**config.mk**
```make
export PLATFORM = sky130hd
export DESIGN_NAME = wr_ptr_full_ctrl
export DESIGN_NICKNAME = d
export VERILOG_FILES = /design/src/rtl/wr_ptr_full_ctrl.sv
export SDC_FILE = /design/constraint.sdc
export NUM_CORES = 1
export LEC_CHECK = 0
export ABC_AREA = 1
export ABC_CLOCK_PERIOD_IN_PS = 4900
export BUFFER_PORTS_ARGS = -buffer_cell sky130_fd_sc_hd__clkbuf_2
export CAP_MARGIN = 20
export CORE_ASPECT_RATIO = 1.4
export CORE_UTILIZATION = 35
export CTS_CLUSTER_SIZE = 24
export DETAILED_ROUTE_END_ITERATION = 10
export PLACE_DENSITY = 0.58
export SKIP_LAST_GASP = 1
export SYNTH_ARGS = -nofsm -noshare
export SYNTH_HDL_FRONTEND = slang
export SYNTH_SLANG_ARGS = --single-unit
```
**constraint.sdc**
```tcl
create_clock -name wclk -period 4.9 [get_ports wclk]
set_clock_uncertainty 0.05 [all_clocks]
set_input_delay 0.49 -clock wclk [delete_from_list [all_inputs] [get_ports wclk]]
set_output_delay 0.49 -clock wclk [all_outputs]
set_load 0.005 [all_outputs]
```
**src/rtl/wr_ptr_full_ctrl.sv**
```systemverilog
// wr_ptr_full_ctrl: write-side pointer, full/almost-full and sticky overflow for an async FIFO.
// Defining WR_PTR_FULL_CTRL_LEVEL_EN adds the registered wr_level occupancy output.
module wr_ptr_full_ctrl #(
  parameter int ADDRW    = 5,
  parameter int AFULL_TH = 4
) (
  input  logic             wclk,
  input  logic             wrst,
  input  logic             winc,
  input  logic [ADDRW:0]   r2wsync_rptr,
  input  logic             ovf_clr,
  output logic             wen,
  output logic [ADDRW-1:0] waddr,
  output logic [ADDRW:0]   wptr,
  output logic             full,
  output logic             almost_full,
  output logic             overflow
`ifdef WR_PTR_FULL_CTRL_LEVEL_EN
  ,
  output logic [ADDRW:0]   wr_level
`endif
);
  localparam int DEPTH = 1 << ADDRW;
  localparam logic [ADDRW:0] AF_LVL = (ADDRW+1)'(DEPTH - AFULL_TH);
  logic [ADDRW:0] wbin_q, wbin_d, wptr_q, wptr_d, rbin, level_d;
  logic full_q, full_d, afull_q, afull_d, ovf_q, ovf_d;
  always_comb begin
    rbin = '0;
    for (int i = 0; i <= ADDRW; i++) rbin[i] = ^(r2wsync_rptr >> i);
    wen     = winc & ~full_q & ~wrst;
    wbin_d  = wbin_q + (ADDRW+1)'(wen);
    wptr_d  = wbin_d ^ (wbin_d >> 1);
    // full when the write pointer has lapped the read pointer by exactly one turn
    full_d  = wptr_d == {~r2wsync_rptr[ADDRW:ADDRW-1], r2wsync_rptr[ADDRW-2:0]};
    level_d = wbin_d - rbin;
    afull_d = level_d >= AF_LVL;
    ovf_d   = (winc & full_q) | (ovf_q & ~ovf_clr);
  end
  always_ff @(posedge wclk) begin
    if (wrst) begin
      wbin_q  <= '0;
      wptr_q  <= '0;
      full_q  <= 1'b0;
      afull_q <= 1'b0;
      ovf_q   <= 1'b0;
    end else begin
      wbin_q  <= wbin_d;
      wptr_q  <= wptr_d;
      full_q  <= full_d;
      afull_q <= afull_d;
      ovf_q   <= ovf_d;
    end
  end
`ifdef WR_PTR_FULL_CTRL_LEVEL_EN
  logic [ADDRW:0] level_q;
  always_ff @(posedge wclk) level_q <= wrst ? '0 : level_d;
  assign wr_level = level_q;
`endif
  assign waddr       = wbin_q[ADDRW-1:0];
  assign wptr        = wptr_q;
  assign full        = full_q;
  assign almost_full = afull_q;
  assign overflow    = ovf_q;
endmodule

```
==> results.py, run 1 <==
metrics = {
    "run_status": {
        "result_of_the_run": "complete, no violations",
    },
    "routing": {
        "routed_via_density": 4.71,
        "drt-wirelength-per-cell_microns": 10.7,
        "ant_nets": 0,
        "firstDrtPassIters": 4,
        "route.detailed.drc": 0,
        "wl_microns": 2440,
        "num_vias": 1073,
        "drt_first_iter_violations": 39,
    },
    "logic_synthesis": {
        "yosysSeqAreaShare_pct": 26.1,
        "yosysWarnings": 0,
        "synthMostInstantiatedCell": "nand2_1",
        "synthAdderAreaFrac_pct": 8.87,
        "synthesized_instance_count": 165,
        "postSynthRegisterBits": 14,
        "yosys_most_used_dff": "dfxtp_1",
        "synth_area_per_cell_sq_um": 6.50,
        "synth_top_cells_by_area": "dfxtp_1 26%, nand2_1 19%, nand3_1 9.8%",
        "synth-compound-area-share_pct": 3.27,
        "synth.largest_area_cell": "dfxtp_1",
        "synth_enable_flop_cells": 0,
        "synth.lib_cells_used.distinct": 18,
        "basic_gate_share_of_the_synthesized_area_counting_and_or_nand_and_nor_cells_pct": 42.9,
        "yosysTopAreaCellShare_pct": 26.1,
        "synthXorXnorAreaFrac_pct": 10.4,
        "synth_common_cells": "54 x nand2_1, 21 x nand3_1, 18 x inv_1",
        "synth.mux.area_fraction_pct": 0,
        "asyncSetResetFlopFracSynth_pct": 0,
        "synthesized_area_sq_um": 1070,
        "syn_nets": 182,
        "synth_top_family_by_area": "simple AND/OR/NAND/NOR gates",
    },
    "global_route": {
        "grt_max_degree": 14,
        "grt_pass1_wl_microns": 4180,
        "antenna_violations_before_repair": 0,
        "overflow": 0,
        "grtUsageTotal_pct": 16.6,
        "first_global_vias": 1010,
    },
    "critical_path": {
        "r2r_cells": 17,
        "rrSetupSlack_ps": 2330,
        "worst_path_buffer_plus_inverter_count": 4,
        "worst_setup_path_end_kind": "flop",
        "timing_worst_setup_path_type": "primary input to flop",
        "timing.critical_path.from_type": "primary input",
        "worstReg2RegEnd": "almost_full",
        "worstReg2RegStart": "full",
        "worstPathMaxFanout": 13,
        "cp_slowest_cell": "ha_1",
        "cp_common_cell": "nand2_1",
        "timing.critical_path.max_delay_family": "adder cells",
        "cp.required_ps": 5000,
        "critPathMaxStageDelay_ps": 380,
        "cp_data_arrival_time_ps": 2980,
        "cp_cell_sequence": "clkbuf_2 -> inv_1 -> nand2_1 -> nor2_1 -> ha_1 -> ha_1 -> inv_1 -> nand2_1 -> nand2_1 -> ha_1 -> a21oi_1 -> nand2_1 -> nand2_1 -> nand2_1 -> nand2_1 -> nand2_1 -> nand2_1 -> nand3_1 -> nand2_1 -> inv_1",
    },
    "timing": {
        "finalSetupViolCount": 0,
        "final-hold-violation-count": 0,
        "grt_setup_unrepaired": "false",
        "final-max-slew-violation-count": 0,
        "finalWorstPathRequiredPeriod_ps": 2880,
        "relSlewSlack_pct": 79.5,
        "setup_tns_ps": 0,
        "worst_slew_pin_slew_ps": 308,
        "share_of_the_cycle_needed_by_the_critical_path_after_routing_pct": 58.9,
        "maxClockFrequency_ghz": 0.347,
    },
    "finish": {
        "synthToLayoutAreaGrowth_pct": 19.6,
        "layout.core_utilization_pct": 44.6,
        "multi_input_comb_area_sq_um": 702,
        "antenna_diode_instance_count": 0,
        "num-fill-cells": 328,
        "final_net_count": 209,
        "ratio_of_cells_with_drive_above_1_in_the_final_layout_pct": 22.0,
        "seq_area_sq_um": 280,
    },
    "floorplan": {
        "fp.coreArea_sq_um": 2880,
        "die_extent_in_x_microns": 48.8,
        "die_area_sq_um": 3290,
        "initial_core_util_pct": 37.3,
        "number_of_primary_i_o_pins": 25,
        "fp.dieH_microns": 67.5,
        "std_cell_rows": 23,
    },
    "pwr": {
        "leakage_nw": 0.680,
        "p_per_area_nw_per_um2": 243,
        "vdd_ir_max_v": 0.000152,
    },
    "clock_tree": {
        "cts_root_buffer": "clkbuf_8",
        "max-clock-path-buffers": 2,
        "cts_buffers": 3,
        "tritoncts_num_sinks": 14,
        "ctsResizeCount": 0,
        "ctsHtreeMaxLevel": 1,
        "clk_pin_slew_ps": 60,
        "cts_hold_buffers": 0,
        "cts_tree": "done",
        "cts.repair_timing.setup_buffer_count": 0,
        "insertion_delay_ps": 240,
    },
    "hold_path": {
        "min_delay_worst_endpoint": "overflow",
        "hold_path.startpoint": "overflow",
        "holdPathStages": 2,
        "hold_class": "flop to flop",
    },
    "placement": {
        "portBuffers": 24,
        "globalplace.congestion": 0.815,
        "hpwl_microns": 2030,
    },
    "run": {
        "maximum_capacitance_violations": 0,
    },
}
## cell type report
class / instances / share of cell area (%)
clock buffers: 4 / 4.29
inverters: 21 / 6.15
multi-input cells: 128 / 54.7
flip-flops and latches: 14 / 21.9
well taps: 37 / 3.61
repair buffers: 24 / 9.37
## report_power, final
part           internal [mW]  total, mW  switching, mW
sequential             0.118      0.119        0.00141
combinational         0.0337     0.0808         0.0471
clock                 0.0711      0.112         0.0407
## registers in the layout (all words and copies together) (netlist names)
register     cells
wptr             5
almost_full      1
full             1
overflow         1
wbin_q           6
## kinds of logic after synthesis
logic type / Yosys count
AND/OR/NAND/NOR: 103
XOR/XNOR: 11
buffers and inverters: 23
AO/OA/AOI/OAI: 7
adder cells (fa/ha/maj): 7
flip-flops: 14
## worst register-to-register path: cells and delay by family, from the launching register on
family          cells  cell delay (ps)
fa+ha+maj           3              910
simple gates       11              860
compound gates      1              210
flops               1              320
buf+inv             2              110
## layout by cell type (no fill, tap or decap)
cell / count
a21oi_1: 7
clkbuf_2: 24
clkbuf_8: 4
dfxtp_1: 14
fa_1: 1
ha_1: 6
inv_1: 18
inv_2: 3
nand2_1: 54
nand2_2: 8
nand3_1: 21
nand3b_1: 4
nand4_1: 2
nor2_1: 13
nor2_4: 1
xnor2_1: 4
xor2_1: 5
xor2_2: 2
## per-stage QoR
step | cells | setup WS (ps) | instance area (sq um) | total power, mW | hold WS (ps)
global placement | 224 | 1840 | 1230 | 0.200 | 400
floorplan | 165 | 2340 | 1070 | 0.180 | 399
global route | 228 | 1690 | 1280 | 0.332 | 461
CTS | 228 | 2010 | 1280 | 0.318 | 448
finish | 228 | 2020 | 1280 | 0.312 | 435
detailed placement | 224 | 1770 | 1230 | 0.203 | 438
## how the worst max path moves through the flow
stage	start	slack, ps	depth (start not counted)	to
after floorplan	r2wsync_rptr[5]	2340	17	almost_full
after global placement	wrst	1840	20	almost_full
after detailed placement	wrst	1770	20	almost_full
after CTS	wrst	2010	20	almost_full
after global routing	wrst	1690	20	almost_full
final	wrst	2020	20	almost_full
## layer usage
metal | global-route usage (%) | up-vias | part of all wire [%]
met5 | 0 | - | 0
met4 | 9.93 | 0 | 3.1
met3 | 2.48 | 6 | 3.4
met2 | 29.3 | 27 | 50
met1 | 18.9 | 477 | 43
li1 | - | 563 | -
Power figures use the tool's default switching activity.
==> inputs of run 2 (changes only) <==
--- a/config.mk
+++ b/config.mk
@@ -5,15 +5,15 @@
 export SDC_FILE = /design/constraint.sdc
 export NUM_CORES = 1
 export LEC_CHECK = 0
-export ABC_AREA = 1
-export ABC_CLOCK_PERIOD_IN_PS = 4900
+export ABC_AREA = 0
+export ABC_CLOCK_PERIOD_IN_PS = 2900
 export BUFFER_PORTS_ARGS = -buffer_cell sky130_fd_sc_hd__clkbuf_2
 export CAP_MARGIN = 20
 export CORE_ASPECT_RATIO = 1.4
 export CORE_UTILIZATION = 35
 export CTS_CLUSTER_SIZE = 24
 export DETAILED_ROUTE_END_ITERATION = 10
-export PLACE_DENSITY = 0.58
+export PLACE_DENSITY = 0.59
 export SKIP_LAST_GASP = 1
 export SYNTH_ARGS = -nofsm -noshare
 export SYNTH_HDL_FRONTEND = slang
==> constraint.sdc (replaced) <==
create_clock -name wclk -period 2.9 [get_ports wclk]
set_clock_uncertainty 0.05 [all_clocks]
set_input_delay 0.29 -clock wclk [delete_from_list [all_inputs] [get_ports wclk]]
set_output_delay 0.29 -clock wclk [all_outputs]
set_load 0.005 [all_outputs]
==> run 2 against run 1 <==
- sequential share of layout area is 2.0 points lower
- non-clock buffer count is 18 higher
- sequential power is 70% higher
- sequential cell count stayed put
- via count is 20% lower
- wire length is 15% lower
==> results.py, run 2 <==
metrics = {
    "placement": {
        "portBuffers": 24,
        "hpwl_microns": 1600,
        "place.detailed.instances": 173,
        "globalplace.congestion": 0.742,
    },
    "global_route": {
        "antenna_violations_before_repair": 0,
        "first_global_vias": 827,
        "grtUsageTotal_pct": 15.5,
        "grt_max_degree": 17,
        "overflow": 0,
        "grt_pass1_wl_microns": 3330,
    },
    "logic_synthesis": {
        "yosysWarnings": 0,
        "synth_top_cells_by_area": "dfxtp_1 29%, xnor2_1 10%, ha_1 7.9%",
        "synthesized_instance_count": 104,
        "yosysSeqAreaShare_pct": 29.4,
        "synth_enable_flop_cells": 0,
        "synth.lib_cells_used.distinct": 33,
        "yosysTopAreaCellShare_pct": 29.4,
        "yosys_most_used_dff": "dfxtp_1",
        "synth.largest_area_cell": "dfxtp_1",
        "postSynthRegisterBits": 14,
        "synth_common_cells": "14 x dfxtp_1, 13 x nor2_1, 11 x xnor2_1",
        "synth_area_per_cell_sq_um": 9.17,
        "syn_nets": 121,
        "asyncSetResetFlopFracSynth_pct": 0,
        "synthMostInstantiatedCell": "dfxtp_1",
        "synthesized_area_sq_um": 953,
    },
    "clock_tree": {
        "max-clock-path-buffers": 2,
        "insertion_delay_ps": 280,
        "cts_root_buffer": "clkbuf_4",
        "cts_tree": "done",
        "tritoncts_num_sinks": 14,
        "clk_pin_slew_ps": 80,
        "ctsHtreeMaxLevel": 1,
        "cts_buffers": 3,
        "cts_hold_buffers": 0,
    },
    "finish": {
        "max_flop_register": "wbin_q",
        "largest_reg_flops": 6,
        "most_common_cell_after_layout_fill_and_taps_aside": "clkbuf_2",
        "final_net_count": 166,
        "final_cells": 184,
        "synthToLayoutAreaGrowth_pct": 48.7,
        "layout_common_cells": "24 x clkbuf_2, 18 x buf_4, 13 x nor2_1, 13 x dfxtp_1, 11 x xnor2_1",
        "layout.core_utilization_pct": 54.2,
        "antenna_diode_instance_count": 0,
        "num-fill-cells": 230,
        "ratio_of_cells_with_drive_above_1_in_the_final_layout_pct": 50.7,
    },
    "run_status": {
        "result_of_the_run": "complete, no violations",
    },
    "floorplan": {
        "fp.dieH_microns": 63.8,
        "fp.coreArea_sq_um": 2620,
        "initial_core_util_pct": 36.5,
        "std_cell_rows": 22,
        "die_area_sq_um": 2940,
        "number_of_primary_i_o_pins": 25,
        "die_extent_in_x_microns": 46.1,
    },
    "routing": {
        "wl_microns": 2060,
        "num_vias": 854,
        "drt_first_iter_violations": 8,
        "routed_via_density": 4.64,
        "ant_nets": 0,
        "route.detailed.drc": 0,
        "firstDrtPassIters": 4,
        "drt-wirelength-per-cell_microns": 11.2,
    },
    "timing": {
        "maxClockFrequency_ghz": 0.350,
        "finalSetupViolCount": 0,
        "worst_slew_pin_slew_ps": 365,
        "finalWorstPathRequiredPeriod_ps": 2850,
        "final-hold-violation-count": 0,
        "final-max-slew-violation-count": 0,
        "share_of_the_cycle_needed_by_the_critical_path_after_routing_pct": 98.4,
        "fin_worst_hold_slack_ps": 187,
        "relSlewSlack_pct": 75.6,
    },
    "critical_path": {
        "critPathMaxStageDelay_ps": 420,
        "cp_data_arrival_time_ps": 3000,
        "cp_common_cell": "buf_4",
        "worstPathMaxFanout": 3,
        "cp.required_ps": 3050,
        "timing.critical_path.from_type": "primary input",
        "worst_path_buffer_plus_inverter_count": 4,
        "cp_cell_sequence": "clkbuf_2 -> xor2_4 -> xnor2_4 -> xor2_2 -> xor2_2 -> xnor2_1 -> ha_2 -> nor2b_2 -> o211ai_1 -> buf_4 -> buf_4 -> buf_4 -> a31oi_1 -> nor3_1 -> or4_4 -> o311ai_2",
        "worst_setup_path_end_kind": "flop",
        "cp_slowest_cell": "or4_4",
        "timing_worst_setup_path_type": "primary input to flop",
        "timing.critical_path.max_delay_family": "XOR/XNOR gates",
    },
    "run": {
        "maximum_capacitance_violations": 0,
    },
    "hold_path": {
        "hold_class": "primary input to flop",
    },
    "pwr": {
        "p_per_area_nw_per_um2": 391,
        "vdd_ir_max_v": 0.000180,
        "leakage_nw": 0.611,
    },
}
[run 2: logic make-up (layout without fill, tap and decap cells)]
| kind of cell | after synthesis | in the layout | synth area share [%] |
|---|---|---|---|
| AND/OR/NAND/NOR | 37 | 37 | 20.7 |
| XOR/XNOR | 21 | 21 | 22.8 |
| AO/OA/AOI/OAI | 18 | 18 | 12.9 |
| flip-flops | 14 | 14 | 29.4 |
| adder cells (fa/ha/maj) | 7 | 7 | 9.97 |
| buffers and inverters | 5 | 49 | 2.10 |
| multiplexers | 2 | 2 | 2.10 |
[run 2: path summary, 6_finish.rpt]
path                    from     endpoint  depth (start not counted)  slack, ps
max          r2wsync_rptr[4]  almost_full                         16         50
min                     winc     overflow                          3        190
max reg2reg             full  almost_full                         14         70
min reg2reg         overflow     overflow                          2        430
[run 2: what timing repair did]
action                     in CTS  in global routing
setup endpoints to repair       1                  1
pin swaps                       2                 11
resized for setup               1                 16
setup buffers                   2                  5
[run 2: layer usage]
layer / part of all wire [%] / up-vias / global-route usage [%]
met4: 1.5 / 0 / 8.82
met3: 1.9 / 4 / 0.847
met5: 0 / - / 0
met2: 56 / 17 / 26.6
li1: - / 438 / -
met1: 41 / 395 / 18.0
[run 2: per-stage QoR]
step / cell area [sq um] / TNS, ps / power [mW] / setup WS, ps
floorplan: 998 / -16.5 / 0.320 / -16.5
global placement: 1230 / -219 / 0.365 / -219
detailed placement: 1230 / -300 / 0.370 / -300
CTS: 1280 / 0 / 0.522 / 23.1
global route: 1420 / -62.2 / 0.592 / -62.2
finish: 1420 / 0 / 0.554 / 45.9
[run 2: where the power goes]
part | internal, mW | total (mW) | switching [mW]
Clock | 0.0765 | 0.141 | 0.0644
Combinational | 0.112 | 0.211 | 0.0988
Sequential | 0.199 | 0.202 | 0.00307
Total | 0.388 | 0.554 | 0.166
[run 2: tightest hold or removal path, delay by kind of cell]
family,cells,cell delay [ps]
compound gates,1,50
buf+inv,1,80
simple gates,1,50
[run 2: layout make-up]
class	instances	area, sq um	area share (%)
Clock buffer	4	36.3	2.56
Timing Repair Buffer	42	255	18.0
Inverter	3	11.3	0.794
Tap cell	36	45.0	3.18
Sequential cell	14	282	19.9
Multi-Input combinational cell	85	788	55.6
==> inputs of run 3 (changes only) <==
--- a/config.mk
+++ b/config.mk
@@ -13,7 +13,7 @@
 export CORE_UTILIZATION = 35
 export CTS_CLUSTER_SIZE = 24
 export DETAILED_ROUTE_END_ITERATION = 10
-export PLACE_DENSITY = 0.59
+export SKIP_CTS_REPAIR_TIMING = 1
 export SKIP_LAST_GASP = 1
 export SYNTH_ARGS = -nofsm -noshare
 export SYNTH_HDL_FRONTEND = slang
==> run 3 against run 2 <==
- wire length decreased by 6.9%
- setup slack improved by 54 ps
- first-iteration DRC count decreased by 25%
- sequential cell count unchanged
- critical path type is now flop to flop
- cell count decreased by 3.3%
- register-to-register slack improved by 30 ps
- critical endpoint unchanged
- power decreased by 5.7%
- clock-buffer cell count unchanged
- largest power group is now registers
==> results.py, run 3 (same netlist as run 2, synthesis figures left out) <==
metrics = {
    "clock_tree": {
        "insertion_delay_ps": 290,
        "ctsHtreeMaxLevel": 1,
        "cts_buffers": 3,
        "max-clock-path-buffers": 2,
        "tritoncts_num_sinks": 14,
        "cts_root_buffer": "clkbuf_4",
        "cts_tree": "done",
        "clk_pin_slew_ps": 80,
    },
    "finish": {
        "most_common_cell_after_layout_fill_and_taps_aside": "clkbuf_2",
        "synthToLayoutAreaGrowth_pct": 38.2,
        "final_net_count": 160,
        "num-fill-cells": 253,
        "max_flop_register": "wbin_q",
        "antenna_diode_instance_count": 0,
        "layout.core_utilization_pct": 50.4,
        "largest_reg_flops": 6,
        "multi_input_comb_area_sq_um": 733,
        "seq_area_sq_um": 282,
        "ratio_of_cells_with_drive_above_1_in_the_final_layout_pct": 44.4,
        "layout_common_cells": "24 x clkbuf_2, 13 x nor2_1, 13 x dfxtp_1",
    },
    "pwr": {
        "vdd_ir_max_v": 0.000175,
        "p_per_area_nw_per_um2": 397,
        "p_total_mw": 0.522,
        "leakage_nw": 0.579,
    },
    "global_route": {
        "first_global_vias": 713,
        "overflow": 0,
        "grtUsageTotal_pct": 15.2,
        "grt_max_degree": 17,
        "grt_pass1_wl_microns": 3170,
        "antenna_violations_before_repair": 0,
    },
    "routing": {
        "firstDrtPassIters": 3,
        "wl_microns": 1920,
        "route.detailed.drc": 0,
        "ant_nets": 0,
        "routed_via_density": 4.54,
        "drt-wirelength-per-cell_microns": 10.8,
        "drt_first_iter_violations": 6,
        "num_vias": 809,
    },
    "timing": {
        "maxClockFrequency_ghz": 0.357,
        "setup_tns_ps": 0,
        "final-max-slew-violation-count": 0,
        "relSlewSlack_pct": 78.4,
        "finalWorstPathRequiredPeriod_ps": 2800,
        "grt_setup_unrepaired": "true",
        "final-hold-violation-count": 0,
        "finalSetupViolCount": 0,
        "share_of_the_cycle_needed_by_the_critical_path_after_routing_pct": 96.6,
        "fin_ws_ps": 99.5,
        "worst_slew_pin_slew_ps": 321,
    },
    "critical_path": {
        "worst_setup_path_end_kind": "flop",
        "worstPathMaxFanout": 3,
        "timing_worst_setup_path_type": "flop to flop",
        "cp_data_arrival_time_ps": 2950,
        "timing.critical_path.from_type": "flop",
        "cp.required_ps": 3050,
    },
    "placement": {
        "hpwl_microns": 1530,
        "globalplace.congestion": 0.747,
        "place_worst_setup_slack_ps": -276,
        "portBuffers": 24,
    },
    "floorplan": {
        "fp.coreArea_sq_um": 2620,
        "std_cell_rows": 22,
        "fp.dieH_microns": 63.8,
        "initial_core_util_pct": 36.5,
        "die_extent_in_x_microns": 46.1,
        "die_area_sq_um": 2940,
        "number_of_primary_i_o_pins": 25,
    },
    "run": {
        "maximum_capacitance_violations": 0,
    },
    "hold_path": {
        "hold_class": "primary input to flop",
    },
    "run_status": {
        "result_of_the_run": "complete, no violations",
    },
}
==> run 3: where the power goes <==
| group | internal, mW | switching [mW] | leakage (nW) |
|---|---|---|---|
| sequential | 0.199 | 0.00282 | 0.114 |
| combinational | 0.0899 | 0.0877 | 0.444 |
| clock | 0.0766 | 0.0665 | 0.0210 |
==> run 3: layout make-up <==
class	instances	area share, %
clock buffer	4	2.75
inverter	3	0.855
multi-input combinational	85	55.7
sequential	14	21.4
tap	36	3.42
timing repair buffer	36	16.0
==> run 3: path summary, 6_finish.rpt <==
kind / cells past startpoint / startpoint / slack (ps) / end
setup / recovery: 10 / full / 100 / almost_full
hold / removal: 3 / winc / 190 / overflow
setup reg to reg: 10 / full / 100 / almost_full
hold reg to reg: 2 / overflow / 420 / overflow
==> run 3: per-stage QoR <==
stage	area, sq um	hold WS [ps]	std cells
floorplan	998	309	104
global placement	1230	404	173
detailed placement	1230	413	173
CTS	1260	179	177
global route	1320	186	178
finish	1320	188	178
==> run 3: worst max-delay path: stages (launching register included) <==
cell and delay (ps):
dfxtp_2 340, nor3b_2 210, ha_2 250, ha_4 210, ha_1 280, nor2b_2 160, o211ai_1 310, a21oi_2 100
o211a_1 240, or4_1 480, o311ai_1 80
==> run 3: routing by layer <==
layer	vias up	share of wire [%]	global-route usage [%]
li1	423	-	-
met1	366	42	19.9
met2	15	52	22.0
met3	5	2.3	2.54
met4	0	3.2	9.93
met5	-	0	0
